File: src/rtl/ula_loader.sv
// Operand/opcode loader feeding an ALU: captures A, B and mode/opcode, then holds them until Ack.
// Optional macro ULA_LOADER_CHAIN_EN adds Result_in/Chain to feed the ALU result back as the next A.
module ula_loader (
    input  logic       Clock,
    input  logic       Reset,
    input  logic [5:0] Data_in,
    input  logic       Load,
    input  logic       Clear,
    input  logic       Ack,
`ifdef ULA_LOADER_CHAIN_EN
    input  logic [5:0] Result_in,
    input  logic       Chain,
`endif
    output logic [5:0] A,
    output logic [5:0] B,
    output logic       Set,
    output logic [2:0] Setop,
    output logic       Valid,
    output logic [1:0] State,
    output logic [7:0] Count
);

    typedef enum logic [1:0] {
        LOAD_A  = 2'd0,
        LOAD_B  = 2'd1,
        LOAD_OP = 2'd2,
        ISSUE   = 2'd3
    } state_t;

    state_t     r_state;
    state_t     w_next;
    logic [5:0] r_a;
    logic [5:0] r_b;
    logic       r_set;
    logic [2:0] r_setop;
    logic       r_valid;
    logic [7:0] r_count;

    logic       w_ld_a;
    logic       w_ld_b;
    logic       w_ld_op;
    logic       w_ack;
    logic       w_chain;

    always_ff @(posedge Clock or posedge Reset) begin
        if (Reset) begin
            r_state <= LOAD_A;
            r_valid <= 1'b0;
        end else begin
            r_state <= w_next;
            r_valid <= (w_next == ISSUE);
        end
    end

    // Clear wins over Ack, Ack over Load; Load is meaningless in ISSUE.
    always_comb begin
        w_next  = r_state;
        w_ld_a  = 1'b0;
        w_ld_b  = 1'b0;
        w_ld_op = 1'b0;
        w_ack   = 1'b0;
        w_chain = 1'b0;
        if (Clear) begin
            w_next = LOAD_A;
        end else begin
            case (r_state)
                LOAD_A: begin
                    if (Load) begin
                        w_ld_a = 1'b1;
                        w_next = LOAD_B;
                    end
                end
                LOAD_B: begin
                    if (Load) begin
                        w_ld_b = 1'b1;
                        w_next = LOAD_OP;
                    end
                end
                LOAD_OP: begin
                    if (Load) begin
                        w_ld_op = 1'b1;
                        w_next  = ISSUE;
                    end
                end
                ISSUE: begin
                    if (Ack) begin
                        w_ack  = 1'b1;
                        w_next = LOAD_A;
`ifdef ULA_LOADER_CHAIN_EN
                        if (Chain) begin
                            w_chain = 1'b1;
                            w_next  = LOAD_B;
                        end
`endif
                    end
                end
                default: w_next = LOAD_A;
            endcase
        end
    end

    always_ff @(posedge Clock or posedge Reset) begin
        if (Reset) begin
            r_a     <= '0;
            r_b     <= '0;
            r_set   <= 1'b0;
            r_setop <= '0;
            r_count <= '0;
        end else begin
            if (w_ld_a) begin
                r_a <= Data_in;
            end
`ifdef ULA_LOADER_CHAIN_EN
            else if (w_chain) begin
                r_a <= Result_in;
            end
`endif
            if (w_ld_b) begin
                r_b <= Data_in;
            end
            if (w_ld_op) begin
                r_set   <= Data_in[3];
                r_setop <= Data_in[2:0];
            end
            if (w_ack) begin
                r_count <= r_count + 8'd1;
            end
        end
    end

    assign A     = r_a;
    assign B     = r_b;
    assign Set   = r_set;
    assign Setop = r_setop;
    assign Valid = r_valid;
    assign State = r_state;
    assign Count = r_count;

endmodule

File: config.mk
export PLATFORM = sky130hd
export DESIGN_NAME = ula_loader
export DESIGN_NICKNAME = d
export VERILOG_FILES = /design/src/rtl/ula_loader.sv
export SDC_FILE = /design/constraint.sdc
export NUM_CORES = 1
export LEC_CHECK = 0
export CORE_ASPECT_RATIO = 1.2
export CORE_MARGIN = 8
export CORE_UTILIZATION = 48
export CTS_CLUSTER_DIAMETER = 200
export CTS_CLUSTER_SIZE = 28
export DETAILED_ROUTE_END_ITERATION = 8
export GPL_ROUTABILITY_DRIVEN = 0
export GPL_TIMING_DRIVEN = 0
export PLACE_DENSITY = 0.94
export SLEW_MARGIN = 30
export SYNTH_ARGS = -nofsm -noshare
export SYNTH_HDL_FRONTEND = slang
export SYNTH_SLANG_ARGS = --single-unit
File: constraint.sdc
create_clock -name Clock -period 3.8 [get_ports Clock]
set_input_delay 1.14 -clock Clock [delete_from_list [all_inputs] [get_ports Clock]]
set_output_delay 1.14 -clock Clock [all_outputs]
set_load 0.01 [all_outputs]
Yosys cells after proc, flatten, opt, wreduce, memory -nomap -nowiden

Cells that the tools add are included.

Add/subtract/negate cells: 1
Reduce and logical (&&, ||, !) cells: 1
Muxes and demuxes: 16
Equal/unequal tests: 4

Operators with widths:

| kind                                                            | count |
|---|---|
| 1-bit two-way mux                                               | 10 |
| 2-bit two-way mux                                               | 5 |
| 8-bit by 1-bit adder with 8-bit output, second input constant   | 1 |
| 2-bit case mux with 4 select lines                              | 1 |
| 2-bit == test, second input constant                            | 3 |
| 2-bit by 1-bit == test with 1-bit output, second input constant | 1 |
| 2-bit zero test                                                 | 1 |

Output and inout bits: 27
Bits in registers: 27
Input port bits: 11

Depth between registers and ports, before layout

Depth after elaboration: 4
Gate-level depth with buffers: 4
Depth with buffers taken out: 4

Worst setup path before layout

OpenSTA, ideal clock, no wires.

Kind: input -> register
From: input port Clear
To: register r_a[0] (netlist: A[0])
Slack: 1.771 ns
Required time: 3.675 ns
Arrival time: 1.905 ns
Stages: 2
Buffers on the path: 0
Cells stage by stage: nor4b_4 > mux2_2

Word-level cells in the longest chain between the ends: 1

Ends and longest elaborated chain:

| element                | line | text |
|---|---|---|
| start: declaration     | 8    | `input logic Clear,` |
| 1-bit two-way mux      | 63   | `if (Clear) begin` |
| end signal: assignment | 111  | `r_a <= Data_in;` |
| end: declaration       | 32   | `logic [5:0] r_a;` |

Every way passes these cells.
A chain may end at the register's enable or synchronous reset.

Worst setup path after layout

From: register r_count[0] (netlist: Count[0])
To: output port Count[0]

RTL lines:

| element                  | line | text |
|---|---|---|
| start: declaration       | 37   | `logic [7:0] r_count;` |
| start signal: assignment | 126  | `r_count <= r_count + 8'd1;` |
| end: declaration         | 20   | `output logic [7:0] Count` |

No word-level cell between the ends.

==> qor.csv <==
metric,value,unit
clock_path_buffers,2,
critical_path.max_fanout,5,
first_pass_iters,2,
cts_sinks,27,
max_freq,400.4,MHz
report.final.hold_viol_count,0,
grt_pass1_wl,4153,um
irDropWorstVdd,377.3,uV
critPathCaptureType,output pin,
clk_latency,0.33,ns
die_h,70.20,um
syn-num-nets,96,
postLayoutCoreUtil,69.83,%
avgSynthCellArea,13.99,sq um
die_area,4293,sq um
h-tree-depth,1,
worst-slew-pin-transition,0.5491,ns
fillCellCount,182,
ys_types,26,
status,"complete, no violations",
start_util,50.95,%
p_int,0.5163,mW
core_area,2306,sq um
cts_tree,built,
rows,19,
cp_data_required_time,2.66,ns
drive_above_1_share,22.40,%
area_delta_synth_final,37.06,%
fin_crit_sh,65.73,%
power_density,439.5,nW/um^2
p_total,0.7078,mW
setup_slack,1.302,ns
vias,805,
p_comb_share,31.0,%
hold_buffers,0,
setup_viol,0,
path_cells,clkdlybuf4s50_1,
fin_nets,138,
die_width,61.17,um
fin_worst_skew,0.005969,ns
hold_class,flop to flop,
synthCells,84,
vias_per_cell,5.160,
worstSetupPathType,flop to output pin,
critPathSlowestCell,clkdlybuf4s50_1,
io_buffer_count,37,
relSlewSlack,63.34,%
netlist_area,1175,sq um
drcViolationCount,0,
grt_use_total,12.98,%
cts_inserted_buffers,3,
synth_area_leader_cell,dfrtp_1,
tns,0,ns
grt_max_degree,28,
wl_per_cell,15.95,um
max_stage_delay,0.58,ns
antenna_found_initial,0,
grt_pass1_vias,812,
critPathLaunchType,flop,
wl,2488,um
critical_path.top_delay_family,buffers and inverters,
switching_power,0.1915,mW
p_clk_share,17.5,%
cp.arrival,1.36,ns
pwr-share-seq,51.6,%
io_pins,38,
post_cts_buffers,0,
maxSlewViolCount,0,
post-place-ws,0.9541,ns
swShare,27.05,%
ctsResizeCount,0,
drtIter0Drc,10,
path_clk_slew,0.13,ns
overflow,0,
yosysSeqAreaShare,57.51,%
synthTopCellsByArea,"dfrtp_1 (58%), mux2_2 (15%), xnor2_1 (3.0%), nand2_1 (2.9%), xor2_1 (2.2%)",
antenna_cells,0,
yosysWarningCount,0,
max_cap_viol_count,0,
ant_nets,0,
clock-root-buffer,clkbuf_4,
finalCriticalPeriod,2.498,ns
placed_cells,152,
dp.final_hpwl,1959,um
yosysTopAreaCellShare,57.51,%
ys_seq_elements,27,
leakagePower,0.7074,nW
final_cells,156,
timing.critical_path.buf_inv,1,
rsz0062_at_grt,no,
==> flip-flops by register name (all words and copies together), names as in the netlist <==
name and count:
Count 8, A 6, B 6, Setop 3, State 2, Set 1
Valid 1
==> cell usage after synthesis <==
| cell | n |
|---|---|
| nand4b_4 | 1 |
| ha_1 | 1 |
| buf_2 | 1 |
| nand2_1 | 9 |
| mux2_2 | 16 |
| and4bb_2 | 1 |
| nor4_2 | 1 |
| dfrtp_1 | 27 |
| nand3b_1 | 1 |
| buf_6 | 1 |
| nand3_1 | 1 |
| nor4bb_2 | 1 |
| xnor2_1 | 4 |
| nand2b_1 | 1 |
| buf_4 | 1 |
| nor4b_4 | 1 |
| inv_1 | 2 |
| xor2_1 | 3 |
| a31oi_1 | 1 |
| and4b_1 | 1 |
| a21oi_1 | 2 |
| nor3b_1 | 1 |
| nor3_1 | 2 |
| and4bb_1 | 1 |
| nand4_1 | 2 |
| nor2_1 | 1 |
==> metrics by stage <==
| stage | cell area, sq um | hold slack [ns] |
|---|---|---|
| 2_1_floorplan | 1175 | 0.5039 |
| 3_3_place_gp | 1584 | 0.4585 |
| 3_5_place_dp | 1584 | 0.4617 |
| 4_1_cts | 1610 | 0.4795 |
| 5_1_grt | 1610 | 0.5029 |
| 6_report | 1610 | 0.4738 |
==> routing by layer <==
| layer | wire length [um] | GRT usage (%) |
|---|---|---|
| met2 | 1456 | 22.49 |
| met5 | 0 | 0 |
| met1 | 871 | 14.02 |
| met4 | 63 | 7.792 |
| met3 | 96 | 1.648 |
==> cell families after synthesis <==
family / share of synthesized area [%]
flops: 57.51
simple gates: 16.83
mux: 15.34
xor+xnor: 5.218
buf+inv: 2.662
compound gates: 1.385
fa+ha+maj: 1.065
==> power by group through the flow <==
stage	Combinational (mW)	Sequential (mW)	Clock, mW
2_1_floorplan	0.0654	0.394	0
3_3_place_gp	0.218	0.368	0
3_5_place_dp	0.224	0.372	0
4_1_cts	0.225	0.366	0.127
5_1_grt	0.235	0.373	0.139
6_report	0.219	0.365	0.124
==> cell type report <==
cell class / instances / area [sq um] / area share, %
Clock buffer: 4 / 26.28 / 1.632
Timing Repair Buffer: 37 / 370.4 / 23.00
Multi-Input combinational cell: 52 / 467.9 / 29.06
Buffer: 3 / 23.77 / 1.476
Inverter: 2 / 7.507 / 0.4662
Tap cell: 31 / 38.79 / 2.409
Sequential cell: 27 / 675.6 / 41.96
==> worst paths after layout <==
| check | startpoint | end | slack, ns | cells past startpoint |
|---|---|---|---|---|
| worst max-delay path | Count[0] | Count[0] | 1.30 | 1 |
| max in group asynchronous | Reset | Count[3] | 2.28 | 2 |
| worst max register to register | State[0] | A[0] | 2.20 | 3 |
| worst min-delay path | Count[7] | Count[7] | 0.47 | 1 |
| min in group asynchronous | Reset | B[4] | 1.16 | 2 |
| worst min register to register | Count[7] | Count[7] | 0.47 | 1 |
==> placed cells by master, fill, tap and decap left out, drive strengths merged, types with 2 or more instances in the layout <==
cell	netlist	routed
buf	3	3
nand4	2	2
inv	2	2
clkbuf	0	4
clkdlybuf4s50	0	37
dfrtp	27	27
and4bb	2	2
nand2	9	9
xnor2	4	4
xor2	3	3
mux2	16	16
a21oi	2	2
nor3	2	2
Note: power is estimated with default switching activity, not from simulation.
